==> config.mk <==
export PLATFORM = sky130hd
export DESIGN_NAME = ibex_rf_erase_scheduler_flat
export DESIGN_NICKNAME = d
export VERILOG_FILES = /design/src/rtl/ibex_rf_erase_scheduler_if.sv /design/src/rtl/ibex_rf_erase_scheduler.sv /design/src/flat_wrapper.sv
export SDC_FILE = /design/constraint.sdc
export NUM_CORES = 1
export LEC_CHECK = 0
export CAP_MARGIN = 40
export CORE_ASPECT_RATIO = 0.75
export CORE_MARGIN = 2
export CORE_UTILIZATION = 38
export CTS_CLUSTER_SIZE = 14
export DETAILED_ROUTE_END_ITERATION = 6
export GPL_ROUTABILITY_DRIVEN = 1
export PLACE_DENSITY = 0.66
export SETUP_SLACK_MARGIN = 0.02
export SLEW_MARGIN = 5
export SYNTH_ARGS = -nofsm -noshare
export SYNTH_HDL_FRONTEND = slang
export SYNTH_SLANG_ARGS = --single-unit
==> constraint.sdc <==
create_clock -name clk_i -period 5.11 [get_ports clk_i]
set_clock_uncertainty 0.2 [all_clocks]
set_input_delay 1.022 -clock clk_i [delete_from_list [all_inputs] [get_ports clk_i]]
set_output_delay 1.022 -clock clk_i [all_outputs]
set_load 0.02 [all_outputs]
==> src/rtl/ibex_rf_erase_scheduler_if.sv <==
// Bundle of the writeback-side and security-side signals of the erase
// scheduler. The master modport belongs to the core/security unit side and
// the slave modport to the scheduler itself.
interface ibex_rf_erase_scheduler_if #(
    parameter int DataWidth = 32
);
    // core writeback
    logic                 core_we_i;
    logic [4:0]           core_waddr_i;
    logic [DataWidth-1:0] core_wdata_i;
    logic                 core_stall_o;
    // security unit erase request
    logic                 ers_req_i;
    logic [31:0]          ers_mask_i;
    logic                 ers_ready_o;
    logic                 ers_busy_o;
    logic                 ers_done_o;
    // register file write port
    logic                 we_a_o;
    logic [4:0]           waddr_a_o;
    logic [DataWidth-1:0] wdata_a_o;

    modport master (
        output core_we_i, core_waddr_i, core_wdata_i, ers_req_i, ers_mask_i,
        input  core_stall_o, ers_ready_o, ers_busy_o, ers_done_o,
               we_a_o, waddr_a_o, wdata_a_o
    );

    modport slave (
        input  core_we_i, core_waddr_i, core_wdata_i, ers_req_i, ers_mask_i,
        output core_stall_o, ers_ready_o, ers_busy_o, ers_done_o,
               we_a_o, waddr_a_o, wdata_a_o
    );
endinterface

==> src/rtl/ibex_rf_erase_scheduler.sv <==
// Register file erase scheduler: steals idle writeback slots to zero-write
// the architectural registers named by an erase mask, one per cycle, lowest
// index first. If the core keeps the write port busy for StallThreshold
// consecutive cycles, the core write is stalled so the erase can progress.
module ibex_rf_erase_scheduler #(
    parameter bit RV32E          = 1'b0,
    parameter int DataWidth      = 32,
    parameter int StallThreshold = 8
) (
    input logic                 clk_i,
    input logic                 rst_ni,
    ibex_rf_erase_scheduler_if.slave bus
);

    typedef enum logic [1:0] {
        IDLE  = 2'd0,
        ERASE = 2'd1,
        DONE  = 2'd2
    } state_e;

    localparam logic [7:0]  StallCnt  = 8'(StallThreshold);
    // x0 is never erasable; RV32E additionally drops x16..x31
    localparam logic [31:0] ValidMask = RV32E ? 32'h0000_FFFE : 32'hFFFF_FFFE;

    state_e      state_q;
    logic [31:0] pending_q, pending_d;
    logic [7:0]  cnt_q, cnt_d;
    logic        ready_q, busy_q, done_q;

    logic        in_erase;
    logic        core_wr_nz;
    logic        stall_cond;
    logic        erase_slot;
    logic [4:0]  sel_idx;
    logic [31:0] req_mask;
    logic        accept;

    assign in_erase   = (state_q == ERASE);
    assign core_wr_nz = bus.core_we_i && (bus.core_waddr_i != 5'd0);
    assign stall_cond = in_erase && (cnt_q == StallCnt) && core_wr_nz;
    // erase takes the slot when the core is idle, writes x0, or is starved out
    assign erase_slot = in_erase && (!core_wr_nz || stall_cond);
    assign req_mask   = bus.ers_mask_i & ValidMask;
    assign accept     = (state_q == IDLE) && bus.ers_req_i;

    // Priority encoder: lowest pending register index wins
    always_comb begin
        sel_idx = 5'd0;
        for (int i = 31; i >= 0; i--) begin
            if (pending_q[i]) sel_idx = 5'(i);
        end
    end

    // Pending/counter update for the current ERASE cycle
    always_comb begin
        pending_d = pending_q;
        cnt_d     = cnt_q;
        if (in_erase) begin
            if (erase_slot) begin
                pending_d[sel_idx] = 1'b0;
                cnt_d              = 8'd0;
            end else begin
                // core owns the slot: its fresh value must survive the erase
                pending_d[bus.core_waddr_i] = 1'b0;
                if (cnt_q != StallCnt) cnt_d = cnt_q + 8'd1;
            end
        end
    end

    // Write port mux: erase slot forces a zero write, otherwise core passes
    always_comb begin
        bus.we_a_o    = bus.core_we_i;
        bus.waddr_a_o = bus.core_waddr_i;
        bus.wdata_a_o = bus.core_wdata_i;
        if (erase_slot) begin
            bus.we_a_o    = 1'b1;
            bus.waddr_a_o = sel_idx;
            bus.wdata_a_o = {DataWidth{1'b0}};
        end
    end

    assign bus.core_stall_o = stall_cond;
    assign bus.ers_ready_o  = ready_q;
    assign bus.ers_busy_o   = busy_q;
    assign bus.ers_done_o   = done_q;

    // Sequencer FSM with registered handshake/status outputs
    always_ff @(posedge clk_i or negedge rst_ni) begin
        if (!rst_ni) begin
            state_q   <= IDLE;
            pending_q <= '0;
            cnt_q     <= '0;
            ready_q   <= 1'b1;
            busy_q    <= 1'b0;
            done_q    <= 1'b0;
        end else begin
            case (state_q)
                IDLE: begin
                    if (accept) begin
                        pending_q <= req_mask;
                        cnt_q     <= '0;
                        ready_q   <= 1'b0;
                        if (req_mask == 32'd0) begin
                            state_q <= DONE;
                            busy_q  <= 1'b0;
                            done_q  <= 1'b1;
                        end else begin
                            state_q <= ERASE;
                            busy_q  <= 1'b1;
                            done_q  <= 1'b0;
                        end
                    end
                end
                ERASE: begin
                    pending_q <= pending_d;
                    cnt_q     <= cnt_d;
                    if (pending_d == 32'd0) begin
                        state_q <= DONE;
                        busy_q  <= 1'b0;
                        done_q  <= 1'b1;
                    end
                end
                DONE: begin
                    state_q <= IDLE;
                    ready_q <= 1'b1;
                    done_q  <= 1'b0;
                    cnt_q   <= '0;
                end
                default: begin
                    state_q   <= IDLE;
                    pending_q <= '0;
                    cnt_q     <= '0;
                    ready_q   <= 1'b1;
                    busy_q    <= 1'b0;
                    done_q    <= 1'b0;
                end
            endcase
        end
    end

endmodule

==> src/flat_wrapper.sv <==
// flat-port wrapper written by rule: the top's interface ports become plain ports
module ibex_rf_erase_scheduler_flat 
#(
    parameter bit RV32E          = 1'b0,
    parameter int DataWidth      = 32,
    parameter int StallThreshold = 8
)
  (clk_i, rst_ni, bus_core_we_i, bus_core_waddr_i, bus_core_wdata_i, bus_ers_req_i, bus_ers_mask_i, bus_core_stall_o, bus_ers_ready_o, bus_ers_busy_o, bus_ers_done_o, bus_we_a_o, bus_waddr_a_o, bus_wdata_a_o);
  ibex_rf_erase_scheduler_if #(.DataWidth(DataWidth)) bus_i ();
  input logic clk_i;
  input logic rst_ni;
  input wire logic [$bits(bus_i.core_we_i)-1:0] bus_core_we_i;
  input wire logic [$bits(bus_i.core_waddr_i)-1:0] bus_core_waddr_i;
  input wire logic [$bits(bus_i.core_wdata_i)-1:0] bus_core_wdata_i;
  input wire logic [$bits(bus_i.ers_req_i)-1:0] bus_ers_req_i;
  input wire logic [$bits(bus_i.ers_mask_i)-1:0] bus_ers_mask_i;
  output wire logic [$bits(bus_i.core_stall_o)-1:0] bus_core_stall_o;
  output wire logic [$bits(bus_i.ers_ready_o)-1:0] bus_ers_ready_o;
  output wire logic [$bits(bus_i.ers_busy_o)-1:0] bus_ers_busy_o;
  output wire logic [$bits(bus_i.ers_done_o)-1:0] bus_ers_done_o;
  output wire logic [$bits(bus_i.we_a_o)-1:0] bus_we_a_o;
  output wire logic [$bits(bus_i.waddr_a_o)-1:0] bus_waddr_a_o;
  output wire logic [$bits(bus_i.wdata_a_o)-1:0] bus_wdata_a_o;
  assign bus_i.core_we_i = bus_core_we_i;
  assign bus_i.core_waddr_i = bus_core_waddr_i;
  assign bus_i.core_wdata_i = bus_core_wdata_i;
  assign bus_i.ers_req_i = bus_ers_req_i;
  assign bus_i.ers_mask_i = bus_ers_mask_i;
  assign bus_core_stall_o = bus_i.core_stall_o;
  assign bus_ers_ready_o = bus_i.ers_ready_o;
  assign bus_ers_busy_o = bus_i.ers_busy_o;
  assign bus_ers_done_o = bus_i.ers_done_o;
  assign bus_we_a_o = bus_i.we_a_o;
  assign bus_waddr_a_o = bus_i.waddr_a_o;
  assign bus_wdata_a_o = bus_i.wdata_a_o;
  ibex_rf_erase_scheduler #(.RV32E(RV32E), .DataWidth(DataWidth), .StallThreshold(StallThreshold)) u_core (.clk_i(clk_i), .rst_ni(rst_ni), .bus(bus_i));
endmodule
==> flow_summary.toml <==
[outcome]
status = "finished clean"

[worst_setup_path]
worstPathCellList = "clkdlybuf4s50_1 -> or3_1 -> o221ai_4 -> nand2_4 -> buf_4 -> o31ai_1 -> clkdlybuf4s50_1"
start_kind = "primary input"
arrival_ps = 3680
crit_end = "bus_waddr_a_o[4]"
worstPathRequired_ps = 3890
crit_fanout = 48
r2r-start = "u_core.pending_q[0]"
max_stage_delay_ps = 680
crit_top_cell = "clkdlybuf4s50_1"
end_kind = "output port"
critPathKind = "primary input to output port"
slowest_stage = "clkdlybuf4s50_1"
startpoint = "bus_core_waddr_i[3]"
rr_worst_depth = 13
ff2ff_setup_slack_ps = 860
r2r_end = "u_core.bus.ers_busy_o"

[grt]
grt_max_degree = 49
grt_usage_pct = 33.0
grt_overflow = 0
antenna_found_initial = 1
grt_pass1_wl_mm = 28.1
grt_pass1_vias = 4841

[yosys]
synth_flop_cell = "dfrtp_1"
synth_compound_area_share_pct = 32.9
yosys-top-cells-area = "dfrtp_1, o21ai_0, nand2_1"
synth_cell_types = 69
synthArstFlopShare_pct = 100
synthSimpleGateAreaFrac_pct = 33.5
ys_seq_area_share_pct = 27.6
syn_nets = 624
synth_enable_flop_cells = 0
synth_fa_ha_area_share_pct = 0.626
syn_avg_cell_area_sq_um = 7.28
yosysMostFrequentCell = "nand2_1"
yosysTopAreaCell = "dfrtp_1"
synth_seq_cells = 44
synthCells = 549
yosysWarnings = 0
synth_mux_area_share_pct = 1.00
synth_area_sq_um = 4000
synth_top_family_by_area = "simple AND/OR/NAND/NOR gates"
synth_commonest_cells = "nand2_1, o21ai_0, nor2_1"
synth_xor_area_share_pct = 0.219
yosys.area.top_type_share_pct = 26.9

[finish]
drive_gt1_share_pct = 9.66
nFillCells = 960
seq_area_sq_um = 1100
fin_cells = 819
nets = 757
areaGrowthSynthToFinish_pct = 42.3
multi_input_area_sq_um = 2730
antenna-diode-count = 0

[floorplanning]
die_w_um = 122
pin_count = 115
coreArea_sq_um = 10200
dieArea_sq_um = 11400
start_util_pct = 39.0
die_y_um = 92.8
rows = 32

[power_and_ir_drop]
power_leakage_nw = 2.23
p_per_area_nw_per_um2 = 493
peakVddDrop_mv = 0.275

[route]
initialDrtViolationCount = 501
drt_first_pass_iters = 5
viasPerCell = 6.26
drtAntennaViolNets = 0
via_count = 5127
drt_wl_total_mm = 18.6
routedWlPerCell_um = 22.7
drc = 0

[sta]
hold_violations = 0
rsz0062_at_grt = "false"
post-route-period-util_pct = 95.9
report.final.setup_viol = 0
worst_pin_slew_ps = 935
drv_slew = 0
min_period_ps = 4900
slew_headroom_pct = 37.2
tns_ps = 0
fmaxAchievable_mhz = 204

[placement]
dp_hpwl_mm = 14.7
gp_congestion = 1.07
io_buffers = 113
place_inst = 811

[cts]
clkSinkCount = 44
insertion_delay_ps = 300
cts_tree = "done"
numCtsBuffers = 5
clk_path_buf_depth = 2
htreeDepth = 2
clk_pin_slew_worst_paths_ps = 70
postCtsSetupBuffers = 0
cts-root-buf = "clkbuf_16"

[run]
cap_violations = 0

[hold_path]
hold_path_class = "register to register"
## final cells by class
class,instances,share of cell area (%)
flip-flops and latches,44,19.4
clock inverters,2,0.682
repair buffers,156,25.7
inverters,12,0.792
clock buffers,6,2.44
well taps,136,2.99
multi-input cells,463,48.0
## report_power, final
group | total [mW] | switching [mW] | internal (mW) | leakage [nW]
registers | 0.664 | 0.218 | 0.446 | 0.573
logic | 1.73 | 1.07 | 0.655 | 1.57
clock network | 0.407 | 0.161 | 0.246 | 0.0871
## how the worst min path moves through the flow
stage,depth (start not counted),startpoint,slack (ps),to
4_1_cts,2,u_core.bus.ers_ready_o,260,u_core.bus.ers_ready_o
6_report,2,u_core.bus.ers_ready_o,260,u_core.bus.ers_ready_o
5_1_grt,2,u_core.bus.ers_ready_o,290,u_core.bus.ers_ready_o
3_5_place_dp,2,u_core.bus.ers_ready_o,250,u_core.bus.ers_ready_o
2_1_floorplan,1,u_core.cnt_q[7],250,u_core.cnt_q[7]
3_3_place_gp,2,u_core.bus.ers_ready_o,250,u_core.bus.ers_ready_o
## sequential cells by signal, indices dropped and copies added (netlist names)
register	count
u_core.bus.ers_ready_o	1
u_core.bus.ers_busy_o	1
u_core.state_q	2
u_core.pending_q	32
u_core.cnt_q	8
## worst max-delay path: cells and delay by family
| family | cells | cell delay, ps |
|---|---|---|
| buffers and inverters | 3 | 1420 |
| AND/OR/NAND/NOR | 2 | 630 |
| AO/OA/AOI/OAI | 2 | 590 |
## cell families (layout without fill, tap and decap cells)
family                   Yosys count  count (layout)
AND/OR/NAND/NOR                  256             256
AO/OA/AOI/OAI                    200             200
flip-flops                        44              44
buffers and inverters             42             176
multiplexers                       4               4
adder cells (fa/ha/maj)            2               2
XOR/XNOR                           1               1
## stage by stage
stage	hold slack, ps	worst slack (ps)	cell area [sq um]	total power, mW	util, %
2_1_floorplan	247	821	4000	1.58	-
3_3_place_gp	251	161	5470	2.32	53.4
3_5_place_dp	251	195	5510	2.31	53.7
4_1_cts	264	186	5680	2.72	55.4
5_1_grt	291	87.5	5680	2.93	55.5
6_report	265	207	5680	2.80	55.5
## timing repair
item | CTS | global route
hold buffers | 0 | 0
resized for setup | 0 | 1
endpoints found under the setup margin | 0 | 1
## cells in the final DEF, fill, tap and decap left out, drive strengths merged, types with 2 or more instances in the layout
cell / instances
a2111oi: 4
a211oi: 2
a21o: 5
a21oi: 35
a22o: 9
a22oi: 7
a31oi: 6
and2: 35
and3: 7
buf: 44
clkbuf: 6
clkdlybuf4s50: 112
dfrtp: 43
ha: 2
inv: 12
mux2i: 4
nand2: 73
nand2b: 3
nand3: 15
nand3b: 3
nand4: 7
nor2: 52
nor2b: 9
nor3: 13
nor3b: 2
nor4: 16
o211ai: 12
o21a: 10
o21ai: 62
o221ai: 7
o22ai: 7
o31ai: 16
o32ai: 2
or2: 3
or3: 5
or4: 9
## routing by layer
layer / wire, um / up-vias / GRT usage, %
met5: 13 / - / 0
met4: 468 / 2 / 10.2
met3: 2680 / 40 / 11.1
met2: 7750 / 382 / 49.0
met1: 7690 / 2375 / 44.9
li1: - / 2328 / -
Note: power is estimated with default switching activity, not from simulation.
